File: src/rtl/bit_sync_recovery.sv
// Symbol-timing recovery: tracks symbol phase from data transitions of an
// oversampled bit stream and emits one mid-symbol decision per symbol.
module bit_sync_recovery #(
   parameter int OVERSAMPLE    = 16,
   parameter int TOL           = 2,
   parameter int LOCK_EDGES    = 4,
   parameter int UNLOCK_MISSES = 3,
   parameter int MAX_RUN       = 32
) (
   input  logic clk,
   input  logic rst,
   input  logic bit_in,
   output logic bit_out,
   output logic bit_valid,
   output logic locked
);

   localparam int CW = $clog2(OVERSAMPLE) + 1;
   localparam int GW = $clog2(LOCK_EDGES) + 1;
   localparam int MW = $clog2(UNLOCK_MISSES) + 1;
   localparam int RW = $clog2(MAX_RUN) + 1;

   localparam logic [CW-1:0] CNT_MAX_C  = CW'(OVERSAMPLE - 1);
   localparam logic [CW-1:0] HALF_C     = CW'(OVERSAMPLE / 2);
   localparam logic [CW-1:0] TOL_C      = CW'(TOL);
   localparam logic [CW-1:0] HI_TOL_C   = CW'(OVERSAMPLE - TOL);
   localparam logic [CW-1:0] WRAP2_C    = CW'(OVERSAMPLE - 2);
   localparam logic [GW-1:0] LOCK_C     = GW'(LOCK_EDGES);
   localparam logic [MW-1:0] UNLOCK_C   = MW'(UNLOCK_MISSES);
   localparam logic [RW-1:0] RUN_MAX_C  = RW'(MAX_RUN);
   localparam logic [RW-1:0] RUN_LAST_C = RW'(MAX_RUN - 1);

   localparam logic [0:0] ST_ACQUIRE = 1'b0;
   localparam logic [0:0] ST_TRACK   = 1'b1;

   logic [0:0]    state_q, state_d;
   logic [CW-1:0] cnt_q, cnt_d;
   logic [GW-1:0] good_q, good_d;
   logic [MW-1:0] miss_q, miss_d;
   logic [RW-1:0] run_q, run_d;
   logic          bit_q;
   logic          out_q, out_d;
   logic          valid_q, valid_d;

   logic          edge_det;
   logic          sample;
   logic          in_tol;
   logic          good_edge;
   logic          timeout;
   logic [CW-1:0] cnt_inc;
   logic [CW-1:0] cnt_early;
   logic [GW-1:0] good_inc;
   logic [MW-1:0] miss_inc;

   always_comb begin
      edge_det  = bit_in ^ bit_q;
      sample    = (cnt_q == HALF_C);
      in_tol    = (cnt_q <= TOL_C) || (cnt_q >= HI_TOL_C);
      good_edge = edge_det && in_tol;
      cnt_inc   = (cnt_q == CNT_MAX_C) ? '0 : cnt_q + 1'b1;
      cnt_early = (cnt_q >= WRAP2_C) ? cnt_q - WRAP2_C : cnt_q + CW'(2);
      good_inc  = good_q + 1'b1;
      miss_inc  = miss_q + 1'b1;
      // An edge clears the run counter, so it pre-empts a same-cycle timeout.
      timeout   = !edge_det && sample && (run_q == RUN_LAST_C);

      out_d   = sample ? bit_in : out_q;
      valid_d = sample;

      if (edge_det) begin
         run_d = '0;
      end else if (sample && (run_q != RUN_MAX_C)) begin
         run_d = run_q + 1'b1;
      end else begin
         run_d = run_q;
      end

      state_d = state_q;
      cnt_d   = cnt_inc;
      good_d  = good_q;
      miss_d  = miss_q;

      if (state_q == ST_ACQUIRE) begin
         if (edge_det) begin
            cnt_d = CW'(1);
            if (good_edge) begin
               good_d = good_inc;
               if (good_inc >= LOCK_C) begin
                  state_d = ST_TRACK;
                  miss_d  = '0;
               end
            end else begin
               good_d = '0;
            end
         end else if (timeout) begin
            good_d = '0;
         end
      end else begin
         if (edge_det) begin
            // One-clock phase nudge: late edges stretch, early edges shorten.
            if (cnt_q == '0) begin
               cnt_d = CW'(1);
            end else if (cnt_q < HALF_C) begin
               cnt_d = cnt_q;
            end else begin
               cnt_d = cnt_early;
            end
            if (good_edge) begin
               miss_d = '0;
            end else begin
               miss_d = miss_inc;
               if (miss_inc >= UNLOCK_C) begin
                  state_d = ST_ACQUIRE;
                  good_d  = '0;
               end
            end
         end else if (timeout) begin
            state_d = ST_ACQUIRE;
            good_d  = '0;
         end
      end
   end

   always_ff @(posedge clk) begin
      if (rst) begin
         state_q <= ST_ACQUIRE;
         cnt_q   <= '0;
         good_q  <= '0;
         miss_q  <= '0;
         run_q   <= '0;
         bit_q   <= 1'b0;
         out_q   <= 1'b0;
         valid_q <= 1'b0;
      end else begin
         state_q <= state_d;
         cnt_q   <= cnt_d;
         good_q  <= good_d;
         miss_q  <= miss_d;
         run_q   <= run_d;
         bit_q   <= bit_in;
         out_q   <= out_d;
         valid_q <= valid_d;
      end
   end

   assign bit_out   = out_q;
   assign bit_valid = valid_q;
   assign locked    = (state_q == ST_TRACK);

endmodule

File: config.mk
export PLATFORM = sky130hd
export DESIGN_NAME = bit_sync_recovery
export DESIGN_NICKNAME = d
export VERILOG_FILES = /design/src/rtl/bit_sync_recovery.sv
export SDC_FILE = /design/constraint.sdc
export NUM_CORES = 1
export LEC_CHECK = 0
export BUFFER_PORTS_ARGS = -buffer_cell sky130_fd_sc_hd__buf_2
export CAP_MARGIN = 20
export CORE_ASPECT_RATIO = 1.25
export CORE_MARGIN = 5
export CORE_UTILIZATION = 64
export DETAILED_ROUTE_END_ITERATION = 7
export HOLD_SLACK_MARGIN = 0.06
export PLACE_DENSITY = 0.81
export SLEW_MARGIN = 10
export SYNTH_ARGS = -nofsm -noshare
export SYNTH_HDL_FRONTEND = slang
export SYNTH_SLANG_ARGS = --single-unit
File: constraint.sdc
create_clock -name clk -period 3.09 [get_ports clk]
set_input_delay 0.309 -clock clk [delete_from_list [all_inputs] [get_ports clk]]
set_output_delay 0.309 -clock clk [all_outputs]
set_load 0.02 [all_outputs]
# == Word-level counts from Yosys, hierarchy flattened ==
# Cells that the tools add are included.
# classes
mux,28
magnitude_cmp,5
reduce_logical,12
eq_ne,7
n_bitwise,1
addsub,6
# ops
operator,n
two-way mux 3 bit,13
two-way mux 5 bit,7
"== test 5 x 4 -> 1 bit, second input constant",2
two-way mux 1 bit,8
"adder 3 x 1 -> 3 bit, second input constant",2
"adder 6 x 1 -> 6 bit, second input constant",1
"== test 6 x 5 -> 1 bit, second input constant",1
"!= test 6 bit, second input constant",1
"adder 5 x 1 -> 5 bit, second input constant",1
"adder 5 x 2 -> 5 bit, second input constant",1
"greater-or-equal comparator 5 x 4 -> 1 bit, second input constant",1
"less-or-equal comparator 5 x 2 -> 1 bit, second input constant",1
zero test 5 bit,1
"< comparator 5 x 4 -> 1 bit, second input constant",1
"subtractor 5 x 4 -> 5 bit, second input constant",1
logical AND 1 bit,4
"!= test 4 bit, second input constant",1
nonzero test 2 bit,2
"greater-or-equal comparator 3 x 2 -> 1 bit, second input constant",1
"greater-or-equal comparator 3 bit, second input constant",1
"!= test 3 x 2 -> 1 bit, second input constant",1
"!= test 3 bit, second input constant",1
AND reduction 3 bit,1
AND reduction 2 bit,1
4 further kinds,4
# totals
register_bits,21
out_inout_bits,3

# == Longest topological paths before layout ==
# Gate-level depths: netlist of run 1.
# logic_depth
word_depth,7
ltp_mapped,7

# == Least setup slack after synthesis of run 1 ==
# Ideal clock, no wire load.
# synth_timing
path_type,register to register
start,reg cnt_q[2]
end,reg miss_q[2]
arrival_time_ps,1566
path_stages_with_launch,6
path_slack_ps,1438
path_buffers,0
cell_sequence,dfxtp_1 > ha_1 > or3b_2 > o311a_1 > o21a_1 > a211oi_1
# synth_between
elab_chain_cells,6
word_cells_on_any_way,9
classes_between,order compare (2); mux (3); reduce/logical (4)
# synth_rtl
element,line_no,rtl
"start, declared",37,"logic [CW-1:0] cnt_q, cnt_d;"
"start signal, assigned",136,cnt_q <= cnt_d;
less-or-equal comparator 5 x 2 -> 1 bit or greater-or-equal comparator 5 x 4 -> 1 bit (tied branches),58,in_tol = (cnt_q <= TOL_C) || (cnt_q >= HI_TOL_C);
logical OR 1 bit *,58,
logical AND 1 bit *,59,good_edge = edge_det && in_tol;
two-way mux 3 bit,108,if (good_edge) begin
two-way mux 3 bit,99,if (edge_det) begin
two-way mux 3 bit,83,if (state_q == ST_ACQUIRE) begin
"end signal, assigned",138,miss_q <= miss_d;
"end, declared",39,"logic [MW-1:0] miss_q, miss_d;"
# Every way passes the cells marked *; elsewhere a longest branch is shown, timed or not. The select of a mux whose other input is x is not followed.
# A chain may end at the register's enable or synchronous reset.

# == Worst setup path after layout of run 1 ==
# layout_timing
start,reg cnt_q[0]
end,reg good_q[2]
# layout_between
elab_chain_cells,6
word_cells_on_any_way,14
classes_between,order compare (2); eq/ne (2); mux (5); reduce/logical (5)
# layout_rtl
element,line_no,rtl
less-or-equal comparator 5 x 2 -> 1 bit (tied with other cells),58,
logical OR 1 bit or logical AND 1 bit (tied branches),"58, 65",
"logical AND 1 bit, on equally long branches","59, 65",
"two-way mux 3 bit, on equally long branches (2 in a row)",-,
two-way mux 3 bit,83,
"end signal, assigned",137,good_q <= good_d;
"end, declared",38,"logic [GW-1:0] good_q, good_d;"
# Parallel ways exist; a longest one is shown, timed or not.

==> results of run 1 <==
-- routing by layer --
metal  global-route usage [%]  part of all wire (%)  vias to the layer above
li1                         -                     -                      529
met1                     21.5                    40                      515
met2                     36.0                    53                       39
met3                     3.02                   4.6                        9
met4                     10.5                   2.7                        0
met5                        0                     0                        -
-- layout make-up --
type	count	area (µm²)
well taps	20	25.0
repair buffers	6	32.5
clock buffers	3	22.5
multi-input cells	108	771
flip-flops and latches	21	420
fillers	157	597
clock inverters	1	5.00
inverters	11	41.3
-- final timing paths --
| path | start | endpoint | slack (ns) | cells after the start |
|---|---|---|---|---|
| worst min-delay path | bit_in | bit_q$_SDFF_PP0_ | 0.29 | 2 |
| worst max register to register | cnt_q[0]$_SDFFE_PP0P_ | good_q[2]$_SDFFE_PP0P_ | 1.15 | 6 |
| worst min register to register | good_q[1]$_SDFFE_PP0P_ | good_q[1]$_SDFFE_PP0P_ | 0.48 | 2 |
| worst max-delay path | cnt_q[0]$_SDFFE_PP0P_ | good_q[2]$_SDFFE_PP0P_ | 1.15 | 6 |
-- kinds of logic (layout without fill, tap and decap cells) --
| family | count (synthesis) | count (layout) |
|---|---|---|
| adder cells (fa/ha/maj) | 11 | 11 |
| XOR/XNOR | 10 | 10 |
| buffers and inverters | 15 | 21 |
| AND/OR/NAND/NOR | 51 | 51 |
| flip-flops | 21 | 21 |
| AO/OA/AOI/OAI | 34 | 34 |
| multiplexers | 2 | 2 |
-- flip-flops by register name, indices dropped and copies added (netlist names) --
register   count
good_q         3
bit_valid      1
bit_out        1
cnt_q          5
bit_q          1
locked         1
miss_q         3
run_q          6
-- placed cells by master (no fill, tap or decap), types with 4 or more instances in the layout --
master    synthesis  layout
a211oi_1          4       4
buf_2             3       5
dfxtp_1          21      21
ha_1             11      11
inv_1            11      11
nand2_1           4       4
nand3_1           7       7
nand4_1           4       4
nor2_1           16      16
nor2b_1           8       8
o31ai_1           8       8
xor2_1            7       7
-- power by group --
part	switching, mW	total (mW)	internal (mW)
registers	0.00793	0.286	0.279
logic	0.0395	0.0624	0.0229
clock network	0.0891	0.138	0.0484
-- per-stage QoR --
step,hold WS [ns],instance area (µm²),cells
after floorplan,0.381,1250,144
after global placement,0.456,1290,166
after detailed placement,0.461,1290,166
after CTS,0.284,1320,170
after global routing,0.269,1320,170
final,0.294,1320,170
-- Yosys cell counts --
cell        n  share of area (%)
a211oi_1    4                2.4
a21o_1      2                1.2
a21oi_1     2               0.80
a221oi_2    1                1.2
a2bb2oi_1   2                1.4
a311o_1     1               0.80
a31oi_1     2                1.0
a41oi_1     1               0.70
and3_1      2                1.0
buf_2       3                1.2
clkbuf_1    1               0.30
dfxtp_1    21                 34
ha_1       11                 11
inv_1      11                3.3
mux2i_1     2                1.6
nand2_1     4                1.2
nand2b_1    3                1.5
nand3_1     7                2.8
nand4_1     4                2.0
nor2_1     16                4.8
nor2b_1     8                4.0
nor3_1      2               0.80
nor4bb_1    1               0.80
o211ai_1    3                1.8
o21a_1      1               0.60
o21ai_0     2               0.80
o22ai_1     1               0.50
o311a_1     1               0.80
o311ai_1    1               0.70
o31a_1      1               0.70
o31ai_1     8                4.8
o32ai_1     1               0.70
or2_2       1               0.50
or3_1       2                1.0
or3b_2      1               0.70
xnor2_1     3                2.1
xor2_1      7                4.9
-- worst max-delay path: cells and delay by family, from the launching register on --
family / cells / cell delay, ns
AO/OA/AOI/OAI: 3 / 0.86
flip-flops: 1 / 0.48
adder cells (fa/ha/maj): 1 / 0.21
AND/OR/NAND/NOR: 1 / 0.16
buffers and inverters: 1 / 0.12
==> results.yml, run 1 <==
route:
  drtIter0Drc: 40
  viasPerCell: 6.42
  ant_nets: 0
  routedWlPerCell_um: 15.7
  wl_mm: 2.67
  drc: 0
  drtPass1Iterations: 4
  num_vias: 1092
clocking:
  cts_resized: 0
  cts_sinks: 21
  cts_hold_buf: 0
  cts.path.max_buffers: 2
  cts_buffers: 3
  cts_tree: "done"
  clk_pin_slew_ns: 0.12
  root_buffer: "clkbuf_4"
  htreeDepth: 1
  clkLatencyLatePin_ns: 0.31
  cts_setup_buffers: 0
die:
  rows: 18
  start_util_pct: 65.4
  core-area_um2: 1910
  ios: 6
  die_w_um: 49.5
  fp.dieH_um: 59.4
  die-area_um2: 2940
timing:
  min_period_over_period_pct: 62.8
  fin_skew_ns: 0.00247
  hold_viol: 0
  grt_setup_unrepaired: "no"
  fmax_mhz: 515
  slew_headroom_pct: 58.2
  worstMarginPinSlew_ns: 0.623
  setup_viol: 0
  fin_setup_tns_ns: 0
  drv_slew: 0
  layout_setup_ws_ns: 1.15
  layout_min_cycle_time_ns: 1.94
pwr:
  ir_worst_vdd_mv: 0.274
  power_leakage_nw: 0.537
  pwr_density_cell_nw_per_um2: 369
  fin_total_pwr_mw: 0.486
setup_path:
  crit_type: "flop to flop"
  required_ns: 3.29
  crit_chain: "inv_1, ha_1, nor2b_1, o31a_1, o31ai_1, o31ai_1"
  crit_top_cell: "o31ai_1"
  cpPeakStageDelay_ns: 0.48
  worstSetupStartpointType: "flop"
  cp-end-kind: "flop"
  slowest_stage: "dfxtp_1"
  cp_max_fo: 6
  critPathArrivalTime_ns: 2.14
global_route:
  grt_max_degree: 18
  grt_pass1_wl_mm: 4.64
  antenna_found_initial: 0
  overflow: 0
  grt_pass1_vias: 1084
  grt_usage_pct: 19.7
yosys:
  synth.mux.area_fraction_pct: 1.60
  syn_area_um2: 1250
  synthCells: 144
  synth_compound_area_share_pct: 20.9
  avgSynthCellArea_um2: 8.69
  ys_types: 37
  synth-simple-area-share_pct: 21.1
  synth_top_family_by_area: "simple AND/OR/NAND/NOR gates"
  synthAdderAreaFrac_pct: 11.0
  ys_seq_area_share_pct: 33.6
  yosys.area_share.xor_xnor_pct: 7.00
  syn_nets: 158
  synth_seq_cells: 21
  yosys_warnings: 0
place:
  pre_cts_ws_ns: 1.19
  place_hpwl_mm: 1.94
  io_buffers: 5
  gp_congestion: 0.813
cells_and_area:
  fin_nets: 165
  insertedDiodeCount: 0
  utilization_pct: 68.8
  drive_gt1_share_pct: 8.67
  area_growth_pct: 5.30
status:
  status: "completed"
hold_path:
  hold_class: "input pin to flop"
job:
  maxCapViolCount: 0
Note: power is estimated with default switching activity, not from simulation.
==> run 2: changes to the inputs <==
Settings changed: CORE_UTILIZATION 64 to 53, PLACE_DENSITY 0.81 to 0.71.
Clock period 3.09 ns to 1.6 ns, I/O delays scaled along.
==> run 2 against run 1 <==
Against the previous run: flip-flop and latch count unchanged; critical path depth shrank 1; combinational power rose to 2.6 times the previous value; die area rose by 17%; clock skew down 0.0013 ns; first-iteration DRC count decreased by 28%; largest cell class unchanged.
==> results.yml, run 2 (synthesis results as in run 1) <==
clocking:
  root_buffer: "clkbuf_4"
  clkLatencyLatePin_ns: 0.31
  htreeDepth: 1
  cts_tree: "done"
  cts_hold_buf: 0
  cts_sinks: 21
  clk_pin_slew_ns: 0.12
  cts.path.max_buffers: 2
  cts_buffers: 3
timing:
  worstMarginPinSlew_ns: 0.367
  min_period_over_period_pct: 97.2
  hold_viol: 0
  slew_headroom_pct: 75.3
  setup_viol: 0
  drv_slew: 0
  fmax_mhz: 643
  fin_skew_ns: 0.00115
  hold_slack_ns: 0.119
  layout_min_cycle_time_ns: 1.56
global_route:
  antenna_found_initial: 0
  grt_usage_pct: 17.9
  grt_max_degree: 18
  overflow: 0
  grt_pass1_wl_mm: 4.77
  grt_pass1_vias: 1157
route:
  wl_mm: 2.85
  drc: 0
  drtIter0Drc: 29
  drtPass1Iterations: 4
  ant_nets: 0
  num_vias: 1128
  viasPerCell: 5.78
  routedWlPerCell_um: 14.6
hold_path:
  min_from: "bit_in"
  hold_class: "input pin to flop"
  whs_path_depth: 2
setup_path:
  r2r_cells: 5
  crit_type: "flop to flop"
  cp-end-kind: "flop"
  slowest_stage: "o311a_1"
  critPathArrivalTime_ns: 1.80
  worst-path-stages: 5
  cpPeakStageDelay_ns: 0.40
  crit_start: "cnt_q[1]$_SDFFE_PP0P_"
  cp_max_fo: 5
  r2r-start: "cnt_q[1]$_SDFFE_PP0P_"
  path_buf_inv: 1
  ff2ff_setup_slack_ns: 0.04
  required_ns: 1.84
  crit_chain: "inv_2, ha_1, o311a_1, o21a_1, a211oi_2"
  worstSetupStartpointType: "flop"
  critical_path.top_delay_family: "compound AO/OA/AOI/OAI gates"
cells_and_area:
  drive_gt1_share_pct: 26.8
  largest_reg_flops: 6
  insertedDiodeCount: 0
  final_common_cell: "nor2_1"
  fin_cells: 195
  top_register: "run_q"
  fin_nets: 179
  top_regs: "run_q (6), cnt_q (5)"
  fillerInstances: 193
  final_cell_mix: "16 x nor2_1, 15 x dfxtp_1, 15 x buf_4, 10 x ha_1, 9 x inv_1"
  area_growth_pct: 21.6
place:
  place_inst: 190
  gp_congestion: 0.828
  place_hpwl_mm: 2.00
  io_buffers: 5
status:
  status: "completed"
die:
  start_util_pct: 56.0
  ios: 6
  die-area_um2: 3440
  fp.dieH_um: 64.3
  rows: 19
  core-area_um2: 2230
  die_w_um: 53.5
pwr:
  ir_worst_vdd_mv: 0.480
  pwr_density_cell_nw_per_um2: 642
  power_leakage_nw: 0.614
job:
  maxCapViolCount: 0
==> run 2: stage by stage <==
step           area (µm²)  setup TNS [ns]  power (mW)  worst slack [ns]  util (%)
2_1_floorplan        1260        -0.00639       0.648          -0.00639         -
3_3_place_gp         1410               0       0.701            0.0135      63.1
3_5_place_dp         1410          -0.288       0.706           -0.0665      63.1
4_1_cts              1470        -0.00418       0.977          -0.00248      65.7
5_1_grt              1520         -0.0114        1.03          -0.00547      68.1
6_report             1520               0       0.977            0.0444      68.1
==> run 2: metal layers <==
| layer | up-vias | share of wire [%] | wire [µm] | global-route usage (%) |
|---|---|---|---|---|
| li1 | 560 | - | - | - |
| met1 | 544 | 43 | 1230 | 19.4 |
| met2 | 16 | 53 | 1500 | 32.4 |
| met3 | 8 | 2.2 | 63 | 2.33 |
| met4 | 0 | 2.0 | 57 | 9.27 |
| met5 | - | 0 | 0 | 0 |
==> run 2: timing repair <==
action	4_1_cts	5_1_grt
gates resized for setup	6	15
buffers inserted	1	0
pin swaps	2	5
endpoints found under the setup margin	10	16
gates cloned	0	0
==> run 2: power by group <==
part           internal [mW]  switching, mW  total, mW  leakage, nW
registers              0.537         0.0111      0.548        0.173
clock network         0.0954          0.171      0.267       0.0139
logic                 0.0700         0.0927      0.163        0.427
total                  0.702          0.275      0.977        0.614
==> run 2: path summary, 6_finish.rpt <==
check,to
max,miss_q[2]$_SDFFE_PP0P_
min,bit_q$_SDFF_PP0_
max reg2reg,miss_q[2]$_SDFFE_PP0P_
min reg2reg,good_q[1]$_SDFFE_PP0P_
==> run 2: final cells by class <==
cell class,instances,area [µm²],share of cell area [%]
clock buffers,3,22.5,1.48
inverters,11,41.3,2.71
flip-flops and latches,21,433,28.5
multi-input cells,108,841,55.3
well taps,31,38.8,2.55
clock inverters,1,7.51,0.493
repair buffers,20,138,9.05
==> run 3: changes to the inputs <==
Settings changed: CTS_BUF_LIST set to sky130_fd_sc_hd__clkbuf_16.
==> run 3 against run 2 <==
Against the previous run: clock-buffer cell count stayed put; critical endpoint unchanged; register-to-register slack about the same; die area stayed put; flip-flop and latch count unchanged; via count increased by 0.27%; critical path type unchanged.
==> results.yml, run 3 (synthesis results as in run 1) <==
timing:
  worstMarginPinSlew_ns: 0.380
  fin_skew_ns: 0.00261
  layout_min_cycle_time_ns: 1.56
  drv_slew: 0
  hold_viol: 0
  fmax_mhz: 642
  min_period_over_period_pct: 97.3
  layout_setup_ws_ns: 0.0434
  slew_headroom_pct: 74.5
  setup_viol: 0
  fin_setup_tns_ns: 0
  hold_slack_ns: 0.193
route:
  highest_layer: "met4"
  num_vias: 1131
  drtIter0Drc: 17
  routedWlPerCell_um: 15.3
  viasPerCell: 5.80
  drc: 0
  drtPass1Iterations: 4
  ant_nets: 0
  wl_met3_um: 63
  dr_wl_met2_mm: 1.60
  wl_mm: 2.98
  m1WireLength_mm: 1.21
status:
  status: "completed"
cells_and_area:
  final_common_cell: "nor2_1"
  final_cell_mix: "16 x nor2_1, 15 x dfxtp_1, 15 x buf_4, 8 x inv_1, 8 x ha_1"
  top_register: "run_q"
  fin_nets: 179
  insertedDiodeCount: 0
  utilization_pct: 71.1
  fillerInstances: 174
  top_regs: "run_q (6), cnt_q (5)"
  regArea_um2: 428
  largest_reg_flops: 6
  multi_input_area_um2: 858
  area_growth_pct: 27.0
  drive_gt1_share_pct: 29.3
die:
  core-area_um2: 2230
  fp.dieH_um: 64.3
  ios: 6
  start_util_pct: 56.0
  die_w_um: 53.5
  die-area_um2: 3440
  rows: 19
clocking:
  root_buffer: "clkbuf_16"
  cts_tree: "done"
  cts_hold_buf: 0
  clk_pin_slew_ns: 0.06
  cts_buffers: 3
  htreeDepth: 1
  cts_sinks: 21
  cts.path.max_buffers: 2
  clkLatencyLatePin_ns: 0.25
global_route:
  grt_max_degree: 18
  overflow: 0
  antenna_found_initial: 0
  grt_usage_pct: 19.1
  grt_pass1_wl_mm: 5.04
  grt_pass1_vias: 1185
setup_path:
  cp_max_fo: 5
  required_ns: 1.77
  worstSetupStartpointType: "flop"
  critPathArrivalTime_ns: 1.73
  cp-end-kind: "flop"
  crit_type: "flop to flop"
place:
  io_buffers: 5
  place_hpwl_mm: 2.00
  gp_congestion: 0.828
  pre_cts_ws_ns: -0.0665
pwr:
  fin_total_pwr_mw: 1.26
  ir_worst_vdd_mv: 0.527
  power_leakage_nw: 0.634
  pwr_density_cell_nw_per_um2: 792
job:
  maxCapViolCount: 0
hold_path:
  hold_class: "input pin to flop"
run 3: final timing paths:
kind / start / to / slack [ns] / depth (start not counted)
max: cnt_q[1]$_SDFFE_PP0P_ / miss_q[2]$_SDFFE_PP0P_ / 0.04 / 5
min: bit_in / bit_q$_SDFF_PP0_ / 0.19 / 2
max reg2reg: cnt_q[1]$_SDFFE_PP0P_ / miss_q[2]$_SDFFE_PP0P_ / 0.04 / 5
min reg2reg: good_q[2]$_SDFFE_PP0P_ / good_q[2]$_SDFFE_PP0P_ / 0.47 / 2
run 3: what timing repair did:
item | CTS | global route
gates cloned | 0 | 0
pin swaps | 2 | 6
setup buffers | 1 | 0
setup endpoints to repair | 10 | 16
gates resized for setup | 8 | 17
run 3: through the flow:
step | cell area (µm²) | instances
final | 1590 | 195
after global routing | 1590 | 195
after CTS | 1530 | 195
after detailed placement | 1410 | 190
after global placement | 1410 | 190
after floorplan | 1260 | 144
run 3: critical path, stage by stage (launching register included):
cell      delay [ns]
dfxtp_2         0.35
ha_2            0.19
or3b_4          0.40
o311a_4         0.16
o21a_1          0.17
a211oi_1        0.21
run 3: final cells by class:
type / instances / area share (%)
Clock buffer: 3 / 4.72
Clock inverter: 1 / 0.472
Inverter: 11 / 2.76
Multi-Input combinational cell: 108 / 54.0
Sequential cell: 21 / 26.9
Tap cell: 31 / 2.44
Timing Repair Buffer: 20 / 8.66
run 3: power by group:
| group | switching [mW] | leakage (nW) | internal (mW) | total [mW] |
|---|---|---|---|---|
| clock | 0.198 | 0.0371 | 0.338 | 0.536 |
| sequential | 0.0122 | 0.173 | 0.539 | 0.552 |
| combinational | 0.0959 | 0.424 | 0.0754 | 0.171 |
| total | 0.306 | 0.634 | 0.953 | 1.26 |
run 3: layer usage:
layer	GRT usage, %	vias up
li1	-	563
met1	20.1	540
met2	34.8	15
met3	4.19	13
met4	8.31	0
met5	0	-
